<file path="src/rtl/sap_pkg.sv">
// Shared types and default sizes for the SAP-1 style core.
package sap_pkg;

  localparam int unsigned DefDataW = 8;
  localparam int unsigned DefAddrW = 4;

  typedef enum logic [3:0] {
    OpNop = 4'h0,
    OpLda = 4'h1,
    OpAdd = 4'h2,
    OpSub = 4'h3,
    OpSta = 4'h4,
    OpLdi = 4'h5,
    OpJmp = 4'h6,
    OpJc  = 4'h7,
    OpJz  = 4'h8,
    OpOut = 4'hE,
    OpHlt = 4'hF
  } opcode_e;

  typedef enum logic [2:0] {
    StT0 = 3'd0,
    StT1 = 3'd1,
    StT2 = 3'd2,
    StT3 = 3'd3,
    StT4 = 3'd4
  } step_e;

  // Bit positions of the one-hot bus source select.
  localparam int unsigned NumBusSrc = 5;
  localparam int unsigned SelPc     = 0;
  localparam int unsigned SelRam    = 1;
  localparam int unsigned SelOpnd   = 2;
  localparam int unsigned SelA      = 3;
  localparam int unsigned SelAlu    = 4;

endpackage

</file>
<file path="src/rtl/sap_core_if.sv">
// Control/program/status bundle between the SAP core and its host.
interface sap_core_if #(
  parameter int unsigned DATA_W = 8,
  parameter int unsigned ADDR_W = 4
);
  logic              step_en;
  logic              prog_mode;
  logic              prog_we;
  logic [ADDR_W-1:0] prog_addr;
  logic [DATA_W-1:0] prog_data;
  logic [DATA_W-1:0] out_data;
  logic              out_valid;
  logic              halted;
  logic              flag_c;
  logic              flag_z;
  logic [ADDR_W-1:0] pc_out;

  modport master (
    output step_en, prog_mode, prog_we, prog_addr, prog_data,
    input  out_data, out_valid, halted, flag_c, flag_z, pc_out
  );

  modport slave (
    input  step_en, prog_mode, prog_we, prog_addr, prog_data,
    output out_data, out_valid, halted, flag_c, flag_z, pc_out
  );
endinterface

</file>
<file path="src/rtl/sap_ram.sv">
// Program/data RAM: async read, sync write, write port owned by the host in prog mode.
module sap_ram #(
  parameter int unsigned DATA_W = 8,
  parameter int unsigned ADDR_W = 4
) (
  input  logic              clk_i,
  input  logic              prog_mode_i,
  input  logic              prog_we_i,
  input  logic [ADDR_W-1:0] prog_addr_i,
  input  logic [DATA_W-1:0] prog_data_i,
  input  logic              core_we_i,
  input  logic [ADDR_W-1:0] core_addr_i,
  input  logic [DATA_W-1:0] core_data_i,
  input  logic [ADDR_W-1:0] rd_addr_i,
  output logic [DATA_W-1:0] rd_data_o
);
  localparam int unsigned Depth = 1 << ADDR_W;

  logic [DATA_W-1:0] mem_q [Depth];
  logic              we;
  logic [ADDR_W-1:0] waddr;
  logic [DATA_W-1:0] wdata;

  always_comb begin
    we    = prog_mode_i ? prog_we_i   : core_we_i;
    waddr = prog_mode_i ? prog_addr_i : core_addr_i;
    wdata = prog_mode_i ? prog_data_i : core_data_i;
  end

  always_ff @(posedge clk_i) begin
    if (we) mem_q[waddr] <= wdata;
  end

  assign rd_data_o = mem_q[rd_addr_i];
endmodule

</file>
<file path="src/rtl/sap_core.sv">
// SAP-1 style accumulator core: 5-step microcode, one-hot bus mux, program port RAM.
module sap_core
  import sap_pkg::*;
#(
  parameter int unsigned DATA_W = DefDataW,
  parameter int unsigned ADDR_W = DefAddrW
) (
  input  logic     clk,
  input  logic     rst,
  sap_core_if.slave bus
);
  logic [ADDR_W-1:0] pc_q, mar_q;
  logic [DATA_W-1:0] a_q, b_q, ir_q, out_data_q;
  step_e             step_q, step_d;
  logic              flag_c_q, flag_z_q, halted_q, out_valid_q;

  logic [NumBusSrc-1:0] bus_sel;
  logic [DATA_W-1:0]    bus_val, ram_rd, pc_ext, opnd_ext;
  logic [DATA_W:0]      alu_res;
  logic                 alu_c, is_sub, advance;
  logic mar_ld, ir_ld, pc_inc, pc_ld, a_ld, b_ld, out_ld, flags_ld, ram_we, hlt_set;
  opcode_e              op;

  // Reset also gates advance so an interrupted STA never reaches the RAM.
  assign advance  = !rst && bus.step_en && !bus.prog_mode && !halted_q;
  assign op       = opcode_e'(ir_q[DATA_W-1 -: 4]);
  assign pc_ext   = {{(DATA_W-ADDR_W){1'b0}}, pc_q};
  assign opnd_ext = {{(DATA_W-ADDR_W){1'b0}}, ir_q[ADDR_W-1:0]};
  assign is_sub   = (op == OpSub);

  always_comb begin
    alu_res = is_sub ? ({1'b0, a_q} - {1'b0, b_q}) : ({1'b0, a_q} + {1'b0, b_q});
    alu_c   = is_sub ? ~alu_res[DATA_W] : alu_res[DATA_W];
  end

  assign bus_val = ({DATA_W{bus_sel[SelPc]}}   & pc_ext)
                 | ({DATA_W{bus_sel[SelRam]}}  & ram_rd)
                 | ({DATA_W{bus_sel[SelOpnd]}} & opnd_ext)
                 | ({DATA_W{bus_sel[SelA]}}    & a_q)
                 | ({DATA_W{bus_sel[SelAlu]}}  & alu_res[DATA_W-1:0]);

  always_comb begin
    bus_sel = '0;
    mar_ld = 1'b0; ir_ld = 1'b0; pc_inc = 1'b0; pc_ld = 1'b0; a_ld = 1'b0;
    b_ld = 1'b0; out_ld = 1'b0; flags_ld = 1'b0; ram_we = 1'b0; hlt_set = 1'b0;
    step_d = step_q;
    if (advance) begin
      step_d = (step_q == StT4) ? StT0 : step_e'(step_q + 3'd1);
      case (step_q)
        StT0: begin bus_sel[SelPc] = 1'b1; mar_ld = 1'b1; end
        StT1: begin bus_sel[SelRam] = 1'b1; ir_ld = 1'b1; pc_inc = 1'b1; end
        StT2: begin
          case (op)
            OpLda, OpAdd, OpSub, OpSta: begin bus_sel[SelOpnd] = 1'b1; mar_ld = 1'b1; end
            OpLdi: begin bus_sel[SelOpnd] = 1'b1; a_ld = 1'b1; end
            OpOut: begin bus_sel[SelA] = 1'b1; out_ld = 1'b1; end
            OpJmp: begin bus_sel[SelOpnd] = 1'b1; pc_ld = 1'b1; end
            OpJc:  begin bus_sel[SelOpnd] = flag_c_q; pc_ld = flag_c_q; end
            OpJz:  begin bus_sel[SelOpnd] = flag_z_q; pc_ld = flag_z_q; end
            OpHlt: hlt_set = 1'b1;
            default: ;
          endcase
        end
        StT3: begin
          case (op)
            OpLda: begin bus_sel[SelRam] = 1'b1; a_ld = 1'b1; end
            OpAdd, OpSub: begin bus_sel[SelRam] = 1'b1; b_ld = 1'b1; end
            OpSta: begin bus_sel[SelA] = 1'b1; ram_we = 1'b1; end
            default: ;
          endcase
        end
        StT4: begin
          if (op == OpAdd || op == OpSub) begin
            bus_sel[SelAlu] = 1'b1; a_ld = 1'b1; flags_ld = 1'b1;
          end
        end
        default: ;
      endcase
    end
  end

  always_ff @(posedge clk) begin
    if (rst) begin
      pc_q <= '0; mar_q <= '0; a_q <= '0; b_q <= '0; ir_q <= '0;
      step_q <= StT0; flag_c_q <= 1'b0; flag_z_q <= 1'b0; halted_q <= 1'b0;
      out_data_q <= '0; out_valid_q <= 1'b0;
    end else begin
      step_q      <= step_d;
      out_valid_q <= out_ld;
      if (mar_ld)   mar_q      <= bus_val[ADDR_W-1:0];
      if (ir_ld)    ir_q       <= bus_val;
      if (pc_ld)    pc_q       <= bus_val[ADDR_W-1:0];
      else if (pc_inc) pc_q    <= pc_q + ADDR_W'(1);
      if (a_ld)     a_q        <= bus_val;
      if (b_ld)     b_q        <= bus_val;
      if (out_ld)   out_data_q <= bus_val;
      if (hlt_set)  halted_q   <= 1'b1;
      if (flags_ld) begin
        flag_c_q <= alu_c;
        flag_z_q <= (alu_res[DATA_W-1:0] == '0);
      end
    end
  end

  sap_ram #(.DATA_W(DATA_W), .ADDR_W(ADDR_W)) u_ram (
    .clk_i       (clk),
    .prog_mode_i (bus.prog_mode),
    .prog_we_i   (bus.prog_we),
    .prog_addr_i (bus.prog_addr),
    .prog_data_i (bus.prog_data),
    .core_we_i   (ram_we),
    .core_addr_i (mar_q),
    .core_data_i (bus_val),
    .rd_addr_i   (mar_q),
    .rd_data_o   (ram_rd)
  );

  assign bus.out_data  = out_data_q;
  assign bus.out_valid = out_valid_q;
  assign bus.halted    = halted_q;
  assign bus.flag_c    = flag_c_q;
  assign bus.flag_z    = flag_z_q;
  assign bus.pc_out    = pc_q;
endmodule

</file>
<file path="src/flat_wrapper.sv">
// flat-port wrapper written by rule: the top's interface ports become plain ports
module sap_core_flat import sap_pkg::*;
#(
  parameter int unsigned DATA_W = DefDataW,
  parameter int unsigned ADDR_W = DefAddrW
)
  (clk, rst, bus_step_en, bus_prog_mode, bus_prog_we, bus_prog_addr, bus_prog_data, bus_out_data, bus_out_valid, bus_halted, bus_flag_c, bus_flag_z, bus_pc_out);
  sap_core_if #(.DATA_W(DATA_W), .ADDR_W(ADDR_W)) bus_i ();
  input  logic clk;
  input  logic rst;
  input wire logic [$bits(bus_i.step_en)-1:0] bus_step_en;
  input wire logic [$bits(bus_i.prog_mode)-1:0] bus_prog_mode;
  input wire logic [$bits(bus_i.prog_we)-1:0] bus_prog_we;
  input wire logic [$bits(bus_i.prog_addr)-1:0] bus_prog_addr;
  input wire logic [$bits(bus_i.prog_data)-1:0] bus_prog_data;
  output wire logic [$bits(bus_i.out_data)-1:0] bus_out_data;
  output wire logic [$bits(bus_i.out_valid)-1:0] bus_out_valid;
  output wire logic [$bits(bus_i.halted)-1:0] bus_halted;
  output wire logic [$bits(bus_i.flag_c)-1:0] bus_flag_c;
  output wire logic [$bits(bus_i.flag_z)-1:0] bus_flag_z;
  output wire logic [$bits(bus_i.pc_out)-1:0] bus_pc_out;
  assign bus_i.step_en = bus_step_en;
  assign bus_i.prog_mode = bus_prog_mode;
  assign bus_i.prog_we = bus_prog_we;
  assign bus_i.prog_addr = bus_prog_addr;
  assign bus_i.prog_data = bus_prog_data;
  assign bus_out_data = bus_i.out_data;
  assign bus_out_valid = bus_i.out_valid;
  assign bus_halted = bus_i.halted;
  assign bus_flag_c = bus_i.flag_c;
  assign bus_flag_z = bus_i.flag_z;
  assign bus_pc_out = bus_i.pc_out;
  sap_core #(.DATA_W(DATA_W), .ADDR_W(ADDR_W)) u_core (.clk(clk), .rst(rst), .bus(bus_i));
endmodule
</file>
<file path="config.mk">
export PLATFORM = sky130hd
export DESIGN_NAME = sap_core_flat
export DESIGN_NICKNAME = d
export VERILOG_FILES = /design/src/rtl/sap_pkg.sv /design/src/rtl/sap_core_if.sv /design/src/rtl/sap_ram.sv /design/src/rtl/sap_core.sv /design/src/flat_wrapper.sv
export SDC_FILE = /design/constraint.sdc
export NUM_CORES = 1
export LEC_CHECK = 0
export ABC_AREA = 1
export CAP_MARGIN = 15
export CORE_UTILIZATION = 30
export CTS_BUF_LIST = sky130_fd_sc_hd__clkbuf_16
export CTS_CLUSTER_DIAMETER = 100
export DETAILED_ROUTE_END_ITERATION = 8
export GPL_ROUTABILITY_DRIVEN = 0
export PLACE_DENSITY = 0.54
export SYNTH_ARGS = -nofsm -noshare
export SYNTH_HDL_FRONTEND = slang
export SYNTH_HIERARCHICAL = 1
export SYNTH_SLANG_ARGS = --single-unit
</file>
<file path="constraint.sdc">
create_clock -name clk -period 4.3 [get_ports clk]
set_input_delay 0.645 -clock clk [delete_from_list [all_inputs] [get_ports clk]]
set_output_delay 0.645 -clock clk [all_outputs]
set_load 0.01 [all_outputs]
</file>
==> reports/qor.log <==
qor: run_status.outcome finished clean
qor: power_and_ir_drop.switching_power 0.9796 mW
qor: flow_run.maxCapViolCount 0
qor: sta.rsz0062_at_grt no
qor: setup_path.worst-path-max-fanout 16
qor: sta.finClkSkew 17.33 ps
qor: setup_path.timing.critical_path.cells nand2_1 > nor2_1 > inv_1 > nand2_1 > xor2_1 > inv_1 > ha_1 > nand2_1 > inv_1 > nand2_1 > nand3_1 > nand2_1 > nand2_1 > nand2_1 > nand3_1 > mux2_2
qor: cts.postCtsHoldBufs 0
qor: yosys.synth_edf_count 128
qor: yosys.avgSynthCellArea 8.529 sq um
qor: yosys.synth-async-reset-ratio 0%
qor: cells_and_area.layout-area-overhead-vs-synth 13.85%
qor: min_path.timing.hold.worst.class reg2reg
qor: yosys.yosys_warnings 6
qor: power_and_ir_drop.share_comb_of_total_power 6.6%
qor: sta.slew_headroom 51.40%
qor: cts.tritoncts done
qor: setup_path.worstSetupStartpointType register
qor: grt.grt_max_degree 67
qor: setup_path.timing.critical_path.mode_cell sky130_fd_sc_hd__nand2_1
qor: yosys.post_synth_most_frequent_cells sky130_fd_sc_hd__nand2_1 (254), sky130_fd_sc_hd__inv_1 (177), sky130_fd_sc_hd__nand3_1 (143), sky130_fd_sc_hd__edfxtp_1 (128), sky130_fd_sc_hd__nor2_1 (104)
qor: drt.wire_length_per_cell_after_detailed_routing 16.05 um
qor: power_and_ir_drop.share_seq_of_total_power 49.8%
qor: drt.drt-pass1-iter-count 5
qor: drt.final_antenna_net_count 0
qor: cells_and_area.nets 1108
qor: sta.finalWorstPathRequiredPeriod 3564 ps
qor: power_and_ir_drop.cell_leakage_power 4.523 nW
qor: power_and_ir_drop.cell_internal_pwr 2.700 mW
qor: cells_and_area.filler_cell_count 3021
qor: drt.dr.first_iter.drc_count 539
qor: cts.numCtsBuffers 17
qor: grt.grt_pass1_vias 6616
qor: sta.worst_slew_pin_slew 729.0 ps
qor: sta.postLayoutSetupSlackWorst 735.9 ps
qor: cts.h-tree-depth 4
qor: place.place_ws 845.7 ps
qor: yosys.synth.top_cells.by_area sky130_fd_sc_hd__edfxtp_1 (43%), sky130_fd_sc_hd__nand2_1 (11%), sky130_fd_sc_hd__dfxtp_1 (10%), sky130_fd_sc_hd__nand3_1 (8.0%), sky130_fd_sc_hd__inv_1 (7.4%)
qor: drt.post-route-drc-count 0
qor: sta.finalMaxSlewViolations 0
qor: yosys.synth_area 8972 sq um
qor: yosys.synth_top_area_cell sky130_fd_sc_hd__edfxtp_1
qor: power_and_ir_drop.max-vdd-ir-drop 0.3250 mV
qor: sta.period_share 82.89%
qor: yosys.yosys_register_bits 175
qor: sta.timing.final.setup_violations 0
qor: power_and_ir_drop.sw_frac_of_total 26.62%
qor: floorplanning.core_area 29090 sq um
qor: yosys.synth.top_cell.area_share 42.84%
qor: yosys.syn-num-nets 1085
qor: setup_path.critPathCaptureType register
qor: power_and_ir_drop.power_per_cell_area 360.2 nW/um^2
qor: sta.setup_tns 0 ps
qor: sta.worst_hold_slack 531.3 ps
qor: floorplanning.boundaryPins 33
qor: cts.cts-resized-gates 0
qor: drt.routed-via-count 6906
qor: sta.max_clock_freq 0.2806 GHz
qor: floorplanning.dieArea 30600 sq um
qor: drt.post_drt_via_cell_ratio 4.692
qor: yosys.postSynthCellCount 1052
qor: setup_path.critical_path_start_end_classification reg2reg
qor: place.hpwl 15890 um
qor: grt.grt_pass1_wl 37050 um
qor: cts.postCtsSetupBuffers 0
qor: cts.reg_clk_slew_reported_paths 80 ps
qor: power_and_ir_drop.portion_of_total_power_attributed_to_the_clock_network 43.6%
qor: grt.track_usage 15.96%
qor: setup_path.crit_arrival 3690 ps
qor: setup_path.worstPathRequired 4420 ps
qor: setup_path.cpPeakStageDelay 590 ps
qor: sta.finalHoldViolations 0
qor: cells_and_area.share_of_final_layout_standard_cells_stronger_than_drive_strength_1 9.007%
qor: power_and_ir_drop.total_power_draw 3.680 mW
qor: floorplanning.initial_core_utilization 30.84%
qor: setup_path.critPathSlowestCell sky130_fd_sc_hd__mux2_2
qor: yosys.synth_flop_cell sky130_fd_sc_hd__edfxtp_1
qor: yosys.netlist-cell-type-count 41
qor: drt.drt-total-wl 23630 um
qor: cts.worstSkewPairLatency 440 ps
qor: yosys.seq_area_frac_synth 53.33%
qor: cts.clockRootBuffer sky130_fd_sc_hd__clkbuf_16
qor: floorplanning.fp.dieH 174.9 um
qor: grt.antenna_found_initial 0
qor: cts.clk_path_buf_depth 2
qor: floorplanning.die_w 174.9 um
qor: place.portBuffers 32
qor: grt.grt_remaining_overflow 0
qor: floorplanning.rows 62
qor: cts.cts.sink_count 175
qor: yosys.yosysMostFrequentCell sky130_fd_sc_hd__nand2_1
qor: cells_and_area.num_antenna_cells 0
sequential cells by signal, indices dropped and copies added (netlist names), 3 cells and up:
name and count:
u_core/step_q 3, u_core/a_q 8, u_core/b_q 8, u_core/bus.pc_out 4, u_core/u_ram/mem_q 128, u_core/ir_q 8
u_core/mar_q 4, u_core/bus.out_data 8
metal layers:
layer / vias to the layer above / wire [um] / track usage, %
met5: - / 0 / 0
li1: 3418 / - / -
met4: 0 / 322 / 4.601
met1: 3297 / 10970 / 21.72
met2: 175 / 11350 / 26.46
met3: 16 / 988 / 2.067
final cells by class:
type                    count  area, sq um  share of cell area, %
inverters                 191        721.9                  7.068
clock buffers              17        425.4                  4.165
clock inverters            15        200.2                  1.960
multi-input cells         649         3201                  31.33
flip-flops and latches    175         4786                  46.85
repair buffers             41        400.4                  3.920
well taps                 384        480.5                  4.704
kinds of logic (layout without fill, tap and decap cells):
family / count (synthesis) / after routing / share of synthesized area, %
AO/OA/AOI/OAI: 69 / 69 / 4.239
XOR/XNOR: 7 / 7 / 0.6833
adder cells (fa/ha/maj): 16 / 16 / 2.315
buffers and inverters: 228 / 264 / 11.00
flip-flops: 175 / 175 / 53.33
multiplexers: 8 / 8 / 1.004
AND/OR/NAND/NOR: 549 / 549 / 27.43
worst max-delay path: cells and delay by family, from the launching register on:
kind | cells | cell delay, ps
xor+xnor | 1 | 180
fa+ha+maj | 1 | 330
mux | 1 | 590
simple gates | 10 | 1350
buf+inv | 3 | 290
flops | 1 | 520
per-stage QoR:
step	util (%)	cells	area [sq um]
floorplan	-	1052	8972
global placement	32.96	1440	9589
detailed placement	32.96	1440	9589
CTS	35.11	1472	10210
global route	35.11	1472	10210
finish	35.11	1472	10210
path summary, 6_finish.rpt:
kind	start	slack, ps	to	cells after the start
setup / recovery	u_core/ir_q[5]$_SDFFE_PP0P_	740	u_core/u_ram/mem_q[13][5]$_DFFE_PP_	16
hold / removal	u_core/bus.halted$_SDFFE_PP0P_	530	u_core/bus.halted$_SDFFE_PP0P_	2
setup reg to reg	u_core/ir_q[5]$_SDFFE_PP0P_	740	u_core/u_ram/mem_q[13][5]$_DFFE_PP_	16
hold reg to reg	u_core/bus.halted$_SDFFE_PP0P_	530	u_core/bus.halted$_SDFFE_PP0P_	2
layout by cell type, fill, tap and decap left out, types with 2 or more instances in the layout:
cell and count:
sky130_fd_sc_hd__xor2_1 7, sky130_fd_sc_hd__inv_4 2, sky130_fd_sc_hd__nand3_1 143, sky130_fd_sc_hd__dfxtp_1 46, sky130_fd_sc_hd__clkinv_8 4, sky130_fd_sc_hd__ha_1 15, sky130_fd_sc_hd__inv_12 4, sky130_fd_sc_hd__nand3_2 4
sky130_fd_sc_hd__clkbuf_16 17, sky130_fd_sc_hd__nand2_2 5, sky130_fd_sc_hd__nor2_4 4, sky130_fd_sc_hd__nand2_4 2, sky130_fd_sc_hd__nand2_1 254, sky130_fd_sc_hd__o21ai_2 3, sky130_fd_sc_hd__nor2_1 104, sky130_fd_sc_hd__nand3_4 4
sky130_fd_sc_hd__edfxtp_1 128, sky130_fd_sc_hd__nand4_1 14, sky130_fd_sc_hd__o21ai_0 26, sky130_fd_sc_hd__mux2_2 8, sky130_fd_sc_hd__inv_1 177, sky130_fd_sc_hd__clkdlybuf4s50_1 32, sky130_fd_sc_hd__inv_8 4, sky130_fd_sc_hd__inv_2 11
sky130_fd_sc_hd__nor2_2 8, sky130_fd_sc_hd__a21oi_1 16, sky130_fd_sc_hd__or2_2 2, sky130_fd_sc_hd__o21ai_1 17, sky130_fd_sc_hd__nor3_1 3, sky130_fd_sc_hd__buf_4 8
power by group through the flow:
| stage | Combinational, mW | Sequential [mW] | Clock, mW |
|---|---|---|---|
| global route | 0.265 | 1.83 | 1.70 |
| CTS | 0.244 | 1.83 | 1.64 |
| detailed placement | 0.243 | 1.87 | 0 |
| global placement | 0.243 | 1.87 | 0 |
| floorplan | 0.159 | 1.87 | 0 |
| finish | 0.243 | 1.83 | 1.60 |
(Power assumes the default switching activity.)
